`src/rtl/pq_batch_sorter.sv`:
```
// Batch sorter: streams a batch of kv_t items into an attached HWPQ,
// then drains it back out in ascending key order.
package pq_pkg;
    localparam int KEY_W       = 8;
    localparam int VAL_W       = 8;
    localparam int PQ_CAPACITY = 63;
    localparam logic [KEY_W-1:0] KEYINF = '1;

    typedef struct packed {
        logic [KEY_W-1:0] key;
        logic [VAL_W-1:0] value;
    } kv_t;
endpackage

module pq_batch_sorter
    import pq_pkg::*;
#(
    parameter int CAPACITY = PQ_CAPACITY,
    parameter int BATCH_W  = 16
) (
    input  logic               clk,
    input  logic               rst_n,
    input  logic               in_valid,
    output logic               in_ready,
    input  kv_t                in_kv,
    input  logic               in_last,
    output logic               out_valid,
    input  logic               out_ready,
    output kv_t                out_kv,
    output logic               out_last,
    output logic               pq_enq,
    output logic               pq_deq,
    output kv_t                pq_kvi,
    input  kv_t                pq_kvo,
    input  logic               pq_busy,
    input  logic               pq_full,
    input  logic               pq_empty,
    output logic               err_inf,
    output logic               overflow,
    output logic [BATCH_W-1:0] batches_done
);

    localparam int CNT_W = $clog2(CAPACITY + 1);
    localparam logic [CNT_W-1:0] CAP_C = CNT_W'(CAPACITY);
    localparam logic [CNT_W-1:0] ONE_C = CNT_W'(1);

    typedef enum logic {
        FILL,
        DRAIN
    } state_e;

    state_e             state_q, state_d;
    logic [CNT_W-1:0]   count_q, count_d;
    logic [BATCH_W-1:0] batches_q, batches_d;

    always_ff @(posedge clk or negedge rst_n) begin
        if (!rst_n) begin
            state_q   <= FILL;
            count_q   <= '0;
            batches_q <= '0;
        end else begin
            state_q   <= state_d;
            count_q   <= count_d;
            batches_q <= batches_d;
        end
    end

    always_comb begin
        state_d   = state_q;
        count_d   = count_q;
        batches_d = batches_q;
        in_ready  = 1'b0;
        out_valid = 1'b0;
        out_kv    = '0;
        out_last  = 1'b0;
        pq_enq    = 1'b0;
        pq_deq    = 1'b0;
        pq_kvi    = '0;
        err_inf   = 1'b0;
        overflow  = 1'b0;

        unique case (state_q)
            FILL: begin
                in_ready = !pq_busy && !pq_full && (count_q < CAP_C);
                if (in_valid && in_ready) begin
                    // KEYINF is the HWPQ's empty-slot marker, so it is dropped
                    if (in_kv.key == KEYINF) begin
                        err_inf = 1'b1;
                    end else begin
                        pq_enq  = 1'b1;
                        pq_kvi  = in_kv;
                        count_d = count_q + ONE_C;
                    end
                    if (in_last) begin
                        if (count_d != '0) state_d = DRAIN;
                    end else if (count_d == CAP_C) begin
                        state_d  = DRAIN;
                        overflow = 1'b1;
                    end
                end
            end
            DRAIN: begin
                out_valid = !pq_busy && !pq_empty && (count_q != '0);
                out_kv    = out_valid ? pq_kvo : '0;
                out_last  = out_valid && (count_q == ONE_C);
                pq_deq    = out_valid && out_ready;
                if (pq_deq) begin
                    count_d = count_q - ONE_C;
                    if (count_q == ONE_C) begin
                        state_d   = FILL;
                        batches_d = batches_q + 1'b1;
                    end
                end
            end
            default: state_d = FILL;
        endcase
    end

    assign batches_done = batches_q;

endmodule
```
`config.mk`:
```
export PLATFORM = sky130hd
export DESIGN_NAME = pq_batch_sorter
export DESIGN_NICKNAME = d
export VERILOG_FILES = /design/src/rtl/pq_batch_sorter.sv
export SDC_FILE = /design/constraint.sdc
export NUM_CORES = 1
export LEC_CHECK = 0
export ABC_AREA = 1
export ABC_CLOCK_PERIOD_IN_PS = 2450
export CELL_PAD_IN_SITES_DETAIL_PLACEMENT = 1
export CELL_PAD_IN_SITES_GLOBAL_PLACEMENT = 1
export CORE_MARGIN = 2
export CORE_UTILIZATION = 27
export DETAILED_ROUTE_END_ITERATION = 8
export PLACE_DENSITY = 0.86
export SLEW_MARGIN = 0
export SYNTH_ARGS = -nofsm -noshare
export SYNTH_HDL_FRONTEND = slang
export SYNTH_SLANG_ARGS = --single-unit
```
`constraint.sdc`:
```
create_clock -name clk -period 2.45 [get_ports clk]
set_input_delay 0.49 -clock clk [delete_from_list [all_inputs] [get_ports clk]]
set_output_delay 0.49 -clock clk [all_outputs]
set_load 0.02 [all_outputs]
```
# After elaboration in Yosys (flattened, before gate mapping)
# Index checks and enable logic that the tools add are counted.
# Widths: inputs -> output; s select.
[totals] word_cells=58 regBits=23
[op_classes] n_eq_ne=5 n_lt_le_gt_ge=1 n_bitwise=1 n_mux=31 reduce_logical=14 add_sub_neg=3
[ops] cell="$mux 16" n=5
[ops] cell="$mux 6" n=5
[ops] cell="$mux 1" n=19
[ops] cell="$add 16x1->16 const B" n=1
[ops] cell="$pmux 6 s2" n=1
[ops] cell="$reduce_bool 6->1" n=2
[ops] cell="$eq 8x8->1 const B" n=1
[ops] cell="$logic_and 1x1->1" n=7
[ops] cell="$add 6x1->6 const B" n=1
[ops] cell="$eq 6x1->1 const B" n=1
[ops] cell="$eq 6x6->1 const B" n=1
[ops] cell="$lt 6x6->1 const B" n=1
[ops] cell="$sub 6x1->6 const B" n=1
[ops] cell="$logic_not 1->1" n=3
[ops] cell="$reduce_and 3->1" n=1
[ops] cell="$ne 2x1->1 const B" n=1
[ops] cell="$ne 2x2->1 const B" n=1
[ops] cell="$pmux 1 s2" n=1
[ops] cell="$reduce_and 2->1" n=1
[ops] cell="$not 1->1" n=1

# Logic depth before layout (Yosys ltp)
[depth] ltp_word=11 ltp_mapped=11 mapped_depth_nobuf=11

# Worst setup path after synthesis
# Ideal clock, no wire load.
[synth_path] path_type="input to output" startpoint="in pq_busy" endpoint="out pq_kvi[10] in the netlist's numbering" slack_ns=0.169 t_arrival_ns=1.791 stages=6 n_path_buf=1 path_cell_list="nor3_1 > nand3_2 > a21oi_2 > inv_2 > buf_2 > nor2_1"
[synth_lines] element="start: declaration" line="35" source="input logic pq_busy,"
[synth_lines] element="end: declaration" line="33" source="output kv_t pq_kvi,"

==> impl_metrics.yaml <==
timing:
  finalCritPeriodShare: 0.9656
  drv_slew: 0
  min_period_ns: 2.366
  hold_viol: 0
  whs_ns: 0.5080
  fmax_mhz: 422.7
  setup_viol: 0
  slew_headroom: 0.7283
  skew_ns: 0.003029
  worst_slew_pin_slew_ns: 0.4045
  setup_ws_ns: 0.08425
route:
  route.detailed.drc: 0
  final_antenna_net_count: 0
  wirelength_mm: 6.795
  vias_per_cell: 4.525
  avgRoutedWirePerCell_um: 12.82
  first_pass_iters: 4
  drtIter0Drc: 42
  vias: 2398
placed_design:
  dp_slack_ns: -0.4736
  portBuffers: 94
  hpwl_mm: 5.601
  place_congestion: 0.8096
power:
  switching_share: 0.4505
  p_comb_frac: 0.592
  internal-power_mw: 1.100
  max-vdd-ir-drop_v: 0.0002187
  power_density_mw_per_mm2: 616.0
  p_switching_mw: 0.9021
  seq_power_share: 0.286
  total_power_mw: 2.003
  power_frac_clock: 0.122
  leakage_nw: 1.758
global_route:
  grt_util_all_layers: 0.1710
  grt_pass1_vias: 2518
  antenna_found_initial: 0
  grt-ovfl-total: 0
  grt_max_degree: 24
  grt_pass1_wl_mm: 10.92
floorplanning:
  die_area_sq_mm: 0.008027
  die_y_um: 89.60
  fp.dieW_um: 89.60
  coreArea_sq_mm: 0.007176
  std_cell_rows: 31
  start_util: 0.2757
  io-pin-count: 95
logic_synthesis:
  synth.top_cells.by_count: "65 x nand2_1, 55 x inv_1, 49 x nor2_1"
  synth_area_sq_mm: 0.001978
  ys_seq_area_frac: 0.2910
  synth_edf_count: 0
  yosys-top-cells-area: "dfrtp_1 29%, nand2_1 12%, inv_1 10%, nor2_1 9.3%, nand3_1 7.1%"
  syn_area_per_cell_sq_um: 6.507
  yosysTopAreaCellShare: 0.2910
  async_flop_share: 1.000
  syn_nets: 349
  yosys_warnings: 0
  ys.flop_type: "dfrtp_1"
  synth.most_common_cell: "nand2_1"
  netlist_instances: 304
  synth_top_cell_by_area: "dfrtp_1"
  ys_ff_latch: 23
  synth_cell_type_count: 29
clock_tree:
  cts_made_buffers: 3
  cts_root_buffer: "clkbuf_8"
  cts_tree: "yes"
  cts_sinks: 23
  h-tree-depth: 1
  clock_latency_ns: 0.27
  clkTransAtPathRegs_ns: 0.08
  ctsLongestPathBuffers: 2
hold_path:
  worst_hold_path_type: "register to register"
cells_and_area:
  diodes: 0
  syn2layout_area_growth_pct: 64.33
  nNetsFinal: 477
  utilization: 0.4530
  drive_gt1_frac: 0.2135
  fill_cells: 925
critical_path:
  path_class: "input pin to primary output"
  startpoint_type: "input pin"
  cp_max_fo: 16
  critical_path.endpoint_type: "primary output"
  critPathSlowestCell: "clkdlybuf4s50_1"
  max_stage_delay_ns: 0.44
  required_ns: 1.96
  crit_chain: "clkdlybuf4s50_1, nor3_2, buf_4, nand3_2, a21oi_4, inv_4, nor2_1, buf_2"
  cp.arrival_ns: 1.88
status:
  status: "complete, no violations"
run:
  maxCapViolCount: 0
-- per-layer routing --
layer | share of wire | global-route usage | vias up
li1 | - | - | 1188
met1 | 0.37 | 0.1867 | 1127
met2 | 0.56 | 0.3329 | 70
met3 | 0.052 | 0.02742 | 13
met4 | 0.018 | 0.05292 | 0
met5 | 0 | 0 | -
-- cell type report --
class | count | area (sq um) | share of cell area
sequential | 23 | 578.1 | 0.1778
inverter | 61 | 231.5 | 0.07121
clock buffer | 4 | 45.04 | 0.01386
tap | 99 | 123.9 | 0.03811
multi-input combinational | 215 | 1172 | 0.3607
timing repair buffer | 128 | 1100 | 0.3383
-- registers in the layout, summed over array words and instances, names as in the netlist --
name and count:
count_q 6, state_q 1, batches_done 16
-- per-stage QoR --
stage | setup TNS, ns | instance area (sq um) | instances
global placement | -10.63 | 3259 | 524
floorplan | 0 | 1978 | 304
detailed placement | -11.86 | 3259 | 524
finish | 0 | 3251 | 530
CTS | -0.03448 | 3217 | 528
global route | -0.07655 | 3251 | 530
-- layout by cell type, fill, tap and decap left out, drive strengths merged --
cell / synthesis / layout
clkdlybuf4s15: 0 / 7
xor2: 12 / 12
nor2: 54 / 54
dlymetal6s2s: 0 / 8
ha: 5 / 5
nor3: 11 / 11
o211ai: 3 / 3
nand2: 69 / 69
buf: 4 / 52
dlygate4sd2: 0 / 3
and2: 1 / 1
nand3: 31 / 31
xnor2: 6 / 6
inv: 59 / 59
clkdlybuf4s50: 0 / 47
o21ai: 8 / 8
nand4: 10 / 10
dfrtp: 23 / 23
clkinv: 2 / 2
a21oi: 3 / 3
a31oi: 1 / 1
clkbuf: 1 / 15
nor3b: 1 / 1
-- timing repair --
item                       CTS  global route
setup endpoints to repair   39            35
hold buffers                 0             0
resized for setup          100            50
pin swaps                    0             8
buffers inserted             0             2
-- worst max-delay path: cells and delay by family --
family	cells	cell delay, ns
buffers and inverters	4	0.85
AND/OR/NAND/NOR	3	0.36
AO/OA/AOI/OAI	1	0.17
-- cells by family after synthesis --
kind of cell / Yosys count / share of synthesized area
buffers and inverters: 66 / 0.1278
AND/OR/NAND/NOR: 177 / 0.4257
flip-flops: 23 / 0.2910
XOR/XNOR: 18 / 0.07970
AO/OA/AOI/OAI: 15 / 0.04428
adder cells (fa/ha/maj): 5 / 0.03163
-- worst paths after layout --
kind	from	end	slack, ns	cells past startpoint
worst min register to register	batches_done[13]	batches_done[13]	0.51	2
min in group asynchronous	rst_n	batches_done[12]	0.59	2
worst max register to register	count_q[0]	batches_done[11]	0.43	12
worst max-delay path	pq_busy	pq_kvi[7]	0.08	8
worst min-delay path	batches_done[13]	batches_done[13]	0.51	2
max in group asynchronous	rst_n	count_q[0]	1.60	2
-- power groups by stage --
stage               logic, mW  registers [mW]  clock network (mW)
floorplan               0.655           0.538                   0
global placement         1.18           0.570                   0
detailed placement       1.22           0.573                   0
CTS                      1.20           0.571               0.251
global route             1.33           0.594               0.264
finish                   1.19           0.573               0.244
Note: power is estimated with default switching activity, not from simulation.
